`config.mk`:
```
export PLATFORM = sky130hd
export DESIGN_NAME = bcp_scan_engine_flat
export DESIGN_NICKNAME = d
export VERILOG_FILES = /design/src/rtl/bcp_scan_if.sv /design/src/rtl/bcp_scan_engine.sv /design/src/flat_wrapper.sv
export SDC_FILE = /design/constraint.sdc
export NUM_CORES = 2
export LEC_CHECK = 0
export CORE_ASPECT_RATIO = 1.1
export CORE_MARGIN = 10
export CORE_UTILIZATION = 45
export DETAILED_ROUTE_END_ITERATION = 10
export GPL_ROUTABILITY_DRIVEN = 0
export HOLD_SLACK_MARGIN = 0.1
export SYNTH_ARGS = -nofsm -noshare
export SYNTH_HDL_FRONTEND = slang
export SYNTH_SLANG_ARGS = --single-unit
```
`constraint.sdc`:
```
create_clock -name clk -period 99.9 [get_ports clk]
set_input_delay 24.975 -clock clk [delete_from_list [all_inputs] [get_ports clk]]
set_output_delay 24.975 -clock clk [all_outputs]
set_load 0.01 [all_outputs]
```
`src/rtl/bcp_scan_if.sv`:
```
// bcp_scan_if: clause-load, start and propagation-result signals of the BCP scan engine
interface bcp_scan_if #(
  parameter int VAR_NUM    = 16,
  parameter int CLAUSE_NUM = 32
);
  localparam int IW = $clog2(CLAUSE_NUM);
  localparam int VW = $clog2(VAR_NUM);
  logic               load_en;
  logic [IW-1:0]      load_idx;
  logic [VAR_NUM-1:0] load_pos;
  logic [VAR_NUM-1:0] load_neg;
  logic               start;
  logic [VAR_NUM-1:0] init_assigned;
  logic [VAR_NUM-1:0] init_value;
  logic               busy;
  logic               done;
  logic               conflict;
  logic [IW-1:0]      conflict_idx;
  logic               imp_valid;
  logic [VW-1:0]      imp_var;
  logic               imp_val;
  logic [VW:0]        imp_count;
  logic [VAR_NUM-1:0] assigned;
  logic [VAR_NUM-1:0] value;
  modport master (
    output load_en, load_idx, load_pos, load_neg, start, init_assigned, init_value,
    input  busy, done, conflict, conflict_idx, imp_valid, imp_var, imp_val, imp_count, assigned, value
  );
  modport slave (
    input  load_en, load_idx, load_pos, load_neg, start, init_assigned, init_value,
    output busy, done, conflict, conflict_idx, imp_valid, imp_var, imp_val, imp_count, assigned, value
  );
endinterface

```
`src/rtl/bcp_scan_engine.sv`:
```
// bcp_scan_engine: scans LANES clauses per cycle, applying unit implications until fixpoint or conflict
module bcp_scan_engine #(
  parameter int VAR_NUM    = 16,
  parameter int CLAUSE_NUM = 32,
  parameter int LANES      = 4
) (
  input logic       clk,
  input logic       rst,
  bcp_scan_if.slave bus
);
  localparam int IW = $clog2(CLAUSE_NUM);
  localparam int VW = $clog2(VAR_NUM);
  localparam int GN = CLAUSE_NUM / LANES;
  localparam int GW = GN > 1 ? $clog2(GN) : 1;
  typedef enum logic [1:0] {IDLE, SCAN, DONE} state_t;
  state_t state;
  logic [VAR_NUM-1:0] pos_bank [CLAUSE_NUM];
  logic [VAR_NUM-1:0] neg_bank [CLAUSE_NUM];
  logic [GW-1:0] grp_ptr;
  logic changed;
  logic [VAR_NUM-1:0] lp [LANES];
  logic [VAR_NUM-1:0] ln [LANES];
  logic [VAR_NUM-1:0] lfree [LANES];
  logic lsat [LANES];
  logic any_fals, any_unit, unit_val;
  logic [IW-1:0] fals_idx;
  logic [VW-1:0] unit_var;
  // Lanes walk high to low so the lowest-index hit wins.
  always_comb begin
    any_fals = 1'b0;
    any_unit = 1'b0;
    fals_idx = '0;
    unit_var = '0;
    unit_val = 1'b0;
    for (int l = LANES - 1; l >= 0; l--) begin
      lp[l] = pos_bank[IW'(int'(grp_ptr) * LANES + l)];
      ln[l] = neg_bank[IW'(int'(grp_ptr) * LANES + l)];
      lsat[l] = |(((lp[l] & bus.value) | (ln[l] & ~bus.value)) & bus.assigned);
      lfree[l] = (lp[l] | ln[l]) & ~bus.assigned;
      if (!lsat[l] && lfree[l] == '0) begin
        any_fals = 1'b1;
        fals_idx = IW'(int'(grp_ptr) * LANES + l);
      end
      if (!lsat[l] && lfree[l] != '0 && (lfree[l] & (lfree[l] - 1'b1)) == '0) begin
        any_unit = 1'b1;
        unit_val = |(lp[l] & lfree[l]);
        for (int b = 0; b < VAR_NUM; b++) if (lfree[l][b]) unit_var = VW'(b);
      end
    end
  end
  always_ff @(posedge clk or posedge rst) begin
    if (rst) begin
      state <= IDLE;
      grp_ptr <= '0;
      changed <= 1'b0;
      bus.busy <= 1'b0;
      bus.done <= 1'b0;
      bus.conflict <= 1'b0;
      bus.conflict_idx <= '0;
      bus.imp_valid <= 1'b0;
      bus.imp_var <= '0;
      bus.imp_val <= 1'b0;
      bus.imp_count <= '0;
      bus.assigned <= '0;
      bus.value <= '0;
      for (int i = 0; i < CLAUSE_NUM; i++) begin
        pos_bank[i] <= '0;
        neg_bank[i] <= '0;
      end
    end else begin
      bus.done <= 1'b0;
      bus.imp_valid <= 1'b0;
      case (state)
        IDLE: begin
          if (bus.load_en) begin
            pos_bank[bus.load_idx] <= bus.load_pos;
            neg_bank[bus.load_idx] <= bus.load_neg;
          end
          if (bus.start) begin
            bus.assigned <= bus.init_assigned;
            bus.value <= bus.init_value & bus.init_assigned;
            bus.imp_count <= '0;
            bus.conflict <= 1'b0;
            bus.busy <= 1'b1;
            changed <= 1'b0;
            grp_ptr <= '0;
            state <= SCAN;
          end
        end
        SCAN: begin
          if (any_fals) begin
            bus.conflict <= 1'b1;
            bus.conflict_idx <= fals_idx;
            bus.busy <= 1'b0;
            state <= DONE;
          end else begin
            if (any_unit) begin
              bus.assigned[unit_var] <= 1'b1;
              bus.value[unit_var] <= unit_val;
              bus.imp_valid <= 1'b1;
              bus.imp_var <= unit_var;
              bus.imp_val <= unit_val;
              bus.imp_count <= bus.imp_count + 1'b1;
            end
            if (grp_ptr == GW'(GN - 1)) begin
              grp_ptr <= '0;
              changed <= 1'b0;
              bus.busy <= changed | any_unit;
              state <= (changed | any_unit) ? SCAN : DONE;
            end else begin
              grp_ptr <= grp_ptr + 1'b1;
              changed <= changed | any_unit;
            end
          end
        end
        default: begin
          bus.done <= 1'b1;
          state <= IDLE;
        end
      endcase
    end
  end
endmodule

```
`src/flat_wrapper.sv`:
```
// flat-port wrapper written by rule: the top's interface ports become plain ports
module bcp_scan_engine_flat 
#(
  parameter int VAR_NUM    = 16,
  parameter int CLAUSE_NUM = 32,
  parameter int LANES      = 4
)
  (clk, rst, bus_load_en, bus_load_idx, bus_load_pos, bus_load_neg, bus_start, bus_init_assigned, bus_init_value, bus_busy, bus_done, bus_conflict, bus_conflict_idx, bus_imp_valid, bus_imp_var, bus_imp_val, bus_imp_count, bus_assigned, bus_value);
  bcp_scan_if #(.VAR_NUM(VAR_NUM), .CLAUSE_NUM(CLAUSE_NUM)) bus_i ();
  input logic clk;
  input logic rst;
  input wire logic [$bits(bus_i.load_en)-1:0] bus_load_en;
  input wire logic [$bits(bus_i.load_idx)-1:0] bus_load_idx;
  input wire logic [$bits(bus_i.load_pos)-1:0] bus_load_pos;
  input wire logic [$bits(bus_i.load_neg)-1:0] bus_load_neg;
  input wire logic [$bits(bus_i.start)-1:0] bus_start;
  input wire logic [$bits(bus_i.init_assigned)-1:0] bus_init_assigned;
  input wire logic [$bits(bus_i.init_value)-1:0] bus_init_value;
  output wire logic [$bits(bus_i.busy)-1:0] bus_busy;
  output wire logic [$bits(bus_i.done)-1:0] bus_done;
  output wire logic [$bits(bus_i.conflict)-1:0] bus_conflict;
  output wire logic [$bits(bus_i.conflict_idx)-1:0] bus_conflict_idx;
  output wire logic [$bits(bus_i.imp_valid)-1:0] bus_imp_valid;
  output wire logic [$bits(bus_i.imp_var)-1:0] bus_imp_var;
  output wire logic [$bits(bus_i.imp_val)-1:0] bus_imp_val;
  output wire logic [$bits(bus_i.imp_count)-1:0] bus_imp_count;
  output wire logic [$bits(bus_i.assigned)-1:0] bus_assigned;
  output wire logic [$bits(bus_i.value)-1:0] bus_value;
  assign bus_i.load_en = bus_load_en;
  assign bus_i.load_idx = bus_load_idx;
  assign bus_i.load_pos = bus_load_pos;
  assign bus_i.load_neg = bus_load_neg;
  assign bus_i.start = bus_start;
  assign bus_i.init_assigned = bus_init_assigned;
  assign bus_i.init_value = bus_init_value;
  assign bus_busy = bus_i.busy;
  assign bus_done = bus_i.done;
  assign bus_conflict = bus_i.conflict;
  assign bus_conflict_idx = bus_i.conflict_idx;
  assign bus_imp_valid = bus_i.imp_valid;
  assign bus_imp_var = bus_i.imp_var;
  assign bus_imp_val = bus_i.imp_val;
  assign bus_imp_count = bus_i.imp_count;
  assign bus_assigned = bus_i.assigned;
  assign bus_value = bus_i.value;
  bcp_scan_engine #(.VAR_NUM(VAR_NUM), .CLAUSE_NUM(CLAUSE_NUM), .LANES(LANES)) u_core (.clk(clk), .rst(rst), .bus(bus_i));
endmodule
```
==> results.sh <==
export IMPL_period_share_pct=28.7
export IMPL_die_x_um=353
export IMPL_vdd_drop_max_mv=0.0204
export IMPL_h_tree_depth=3
export IMPL_cts_sinks=1081
export IMPL_ys_types=108
export IMPL_clkLatencyLatePin_ns=0.75
export IMPL_arrival_ns=29.39
export IMPL_seq_power_share_pct=32.3
export IMPL_seq_area_frac_synth_pct=49.2
export IMPL_cts_tree="built"
export IMPL_port_buffers=123
export IMPL_drc=0
export IMPL_synth_edff_count=0
export IMPL_end_kind="asynchronous set/reset pin"
export IMPL_grt_pass1_wl_mm=265
export IMPL_internal_power_mw=1.16
export IMPL_power_switching_mw=0.802
export IMPL_placed_area_mm2=0.0576
export IMPL_ys_warn_count=0
export IMPL_netlist_instances=4002
export IMPL_wl_met2_mm=80.9
export IMPL_wirelength_mm=182
export IMPL_synth_seq_cells=1081
export IMPL_finalCriticalPeriod_ns=28.64
export IMPL_tightest_slew_ns=1.36
export IMPL_finClkSkew_ns=0.0317
export IMPL_total_power_mw=1.96
export IMPL_io_pins=124
export IMPL_swShare_pct=40.8
export IMPL_required_ns=100.65
export IMPL_p_leak_nw=27.7
export IMPL_post_cts_buffers=0
export IMPL_outcome="complete, no violations"
export IMPL_drive_above_1_share_pct=41.6
export IMPL_cts_root_buf="clkbuf_16"
export IMPL_pwr_share_clk_pct=22.0
export IMPL_max_freq_mhz=34.9
export IMPL_synth_flop_cell="dfrtp_1"
export IMPL_critical_path_startpoint="rst"
export IMPL_rsz0062_at_grt="no"
export IMPL_cp_start_kind="input port"
export IMPL_crit_path_max_fanout=159
export IMPL_vias_per_cell=6.47
export IMPL_setup_violations=0
export IMPL_die_h_um=387
export IMPL_finalInstanceArea_mm2=0.0614
export IMPL_routed_top_layer="met5"
export IMPL_powerDensity_mw_per_mm2=32.0
export IMPL_core_mm2=0.121
export IMPL_initial_core_util_pct=45.3
export IMPL_setup_tns_final_ns=0
export IMPL_route_met3_wl_mm=14.6
export IMPL_ant_nets=0
export IMPL_grt_max_degree=172
export IMPL_final_core_utilization_pct=50.6
export IMPL_ctsResizeCount=0
export IMPL_clock_path_buffers=3
export IMPL_p_comb_share_pct=45.6
export IMPL_final_cell_mix="dfrtp_1 (1078), mux2_2 (1035), mux4_2 (285)"
export IMPL_grt_use_total_pct=26.1
export IMPL_grt_pass1_vias=36659
export IMPL_finalHoldViolCount=0
export IMPL_hold_path_class="flop to flop"
export IMPL_async_reset_ff_share_pct=100
export IMPL_cts_made_buffers=112
export IMPL_critical_path_class="input port to asynchronous set/reset pin"
export IMPL_mostFrequentLayoutCell="dfrtp_1"
export IMPL_grt_overflow=0
export IMPL_dieArea_mm2=0.137
export IMPL_std_cell_rows=134
export IMPL_drv_slew=0
export IMPL_dr_pass1_iters=6
export IMPL_syn_nets=4078
export IMPL_path_clk_slew_ns=0.06
export IMPL_dp_hpwl_mm=116
export IMPL_relSlewSlack_pct=9.39
export IMPL_grt_antenna_before_repair=9
export IMPL_min_delay_start="u_core.bus.conflict"
export IMPL_syn_to_final_growth_pct=11.7
export IMPL_drt_iter0_drc=4081
export IMPL_cts_hold_buf=0
export IMPL_cap_violations=0
export IMPL_routedWlPerCell_um=31.8
export IMPL_final_nets=4084
export IMPL_vias=37093
export IMPL_postSynthAreaPerCell_um2=13.7
export IMPL_wl_met1_mm=77.3
export IMPL_synth_area_mm2=0.0550
export IMPL_r2r_start="u_core.grp_ptr[1]"
## metrics by stage
step	cells	hold WS (ns)	setup slack, ns
finish	5736	0.478	71.26
detailed placement	5526	0.470	70.29
global route	5732	0.503	70.60
CTS	5732	0.483	71.09
floorplan	4002	0.461	44.49
global placement	5526	0.463	70.27
## critical path, cell delays in order
cell and delay, ns:
clkdlybuf4s50_1 0.53, inv_8 0.62, buf_12 0.62, buf_12 0.70, buf_4 0.74, buf_4 0.80
## sequential cells by signal, summed over array words and instances, names as in the netlist, 2 cells and up
signal                   count
u_core.bus.imp_count         5
u_core.grp_ptr               3
u_core.neg_bank            512
u_core.bus.value            16
u_core.bus.assigned         16
u_core.pos_bank            512
u_core.bus.imp_var           4
u_core.bus.conflict_idx      5
u_core.state                 2
## power by group through the flow
stage / combinational, mW / clock, mW / sequential (mW)
6_report: 0.897 / 0.433 / 0.635
4_1_cts: 0.874 / 0.440 / 0.632
5_1_grt: 0.936 / 0.457 / 0.647
3_3_place_gp: 0.863 / 0 / 0.635
2_1_floorplan: 0.611 / 0 / 0.609
3_5_place_dp: 0.870 / 0 / 0.639
## worst paths after layout
check	to	slack (ns)	cells after the start
setup / recovery	u_core.pos_bank[43]	71.26	6
hold / removal	u_core.bus.conflict	0.48	1
setup reg to reg	u_core.bus.value[1]	92.28	16
hold reg to reg	u_core.bus.conflict	0.48	1
max in group clk	bus_assigned[9]	72.34	1
min in group asynchronous	u_core.pos_bank[53]	24.88	2
## routing by layer
metal | track usage, % | vias up
met1 | 36.0 | 19942
li1 | - | 15153
met4 | 12.4 | 6
met3 | 5.61 | 411
met5 | 0 | -
met2 | 38.9 | 1581
## final cells by class
class / count / area (µm²)
Fill cell: 10530 / 60000
Sequential cell: 1081 / 27100
Multi-Input combinational cell: 2534 / 26200
Clock buffer: 175 / 3380
Timing Repair Buffer: 238 / 2160
Tap cell: 1632 / 2040
Clock inverter: 31 / 387
Inverter: 41 / 164
Antenna cell: 4 / 10.0
## synth_stat cells, types with 27 or more instances
cell | number | area, µm²
mux2_2 | 1035 | 11700
inv_1 | 38 | 143
o22ai_1 | 77 | 482
buf_1 | 58 | 218
nor2b_1 | 27 | 169
mux2i_1 | 157 | 1570
a22oi_1 | 48 | 360
nor3_1 | 98 | 490
dfrtp_1 | 1081 | 27100
o21ai_0 | 38 | 190
mux4_2 | 285 | 6420
buf_6 | 38 | 428
a21oi_1 | 49 | 245
nand3_1 | 36 | 180
nor2_1 | 199 | 747
clkbuf_1 | 190 | 713
buf_2 | 32 | 160
nand2_1 | 115 | 432
## kinds of logic (layout without fill, tap and decap cells)
group	Yosys count	in the layout	share of synthesized area (%)
fa+ha+maj	7	7	0.143
xor+xnor	5	5	0.0797
other cells	0	4	0
mux	1482	1482	35.9
simple gates	613	613	5.52
compound gates	427	427	5.70
flops	1081	1081	49.2
buf+inv	387	485	3.47
(Power assumes the default switching activity.)
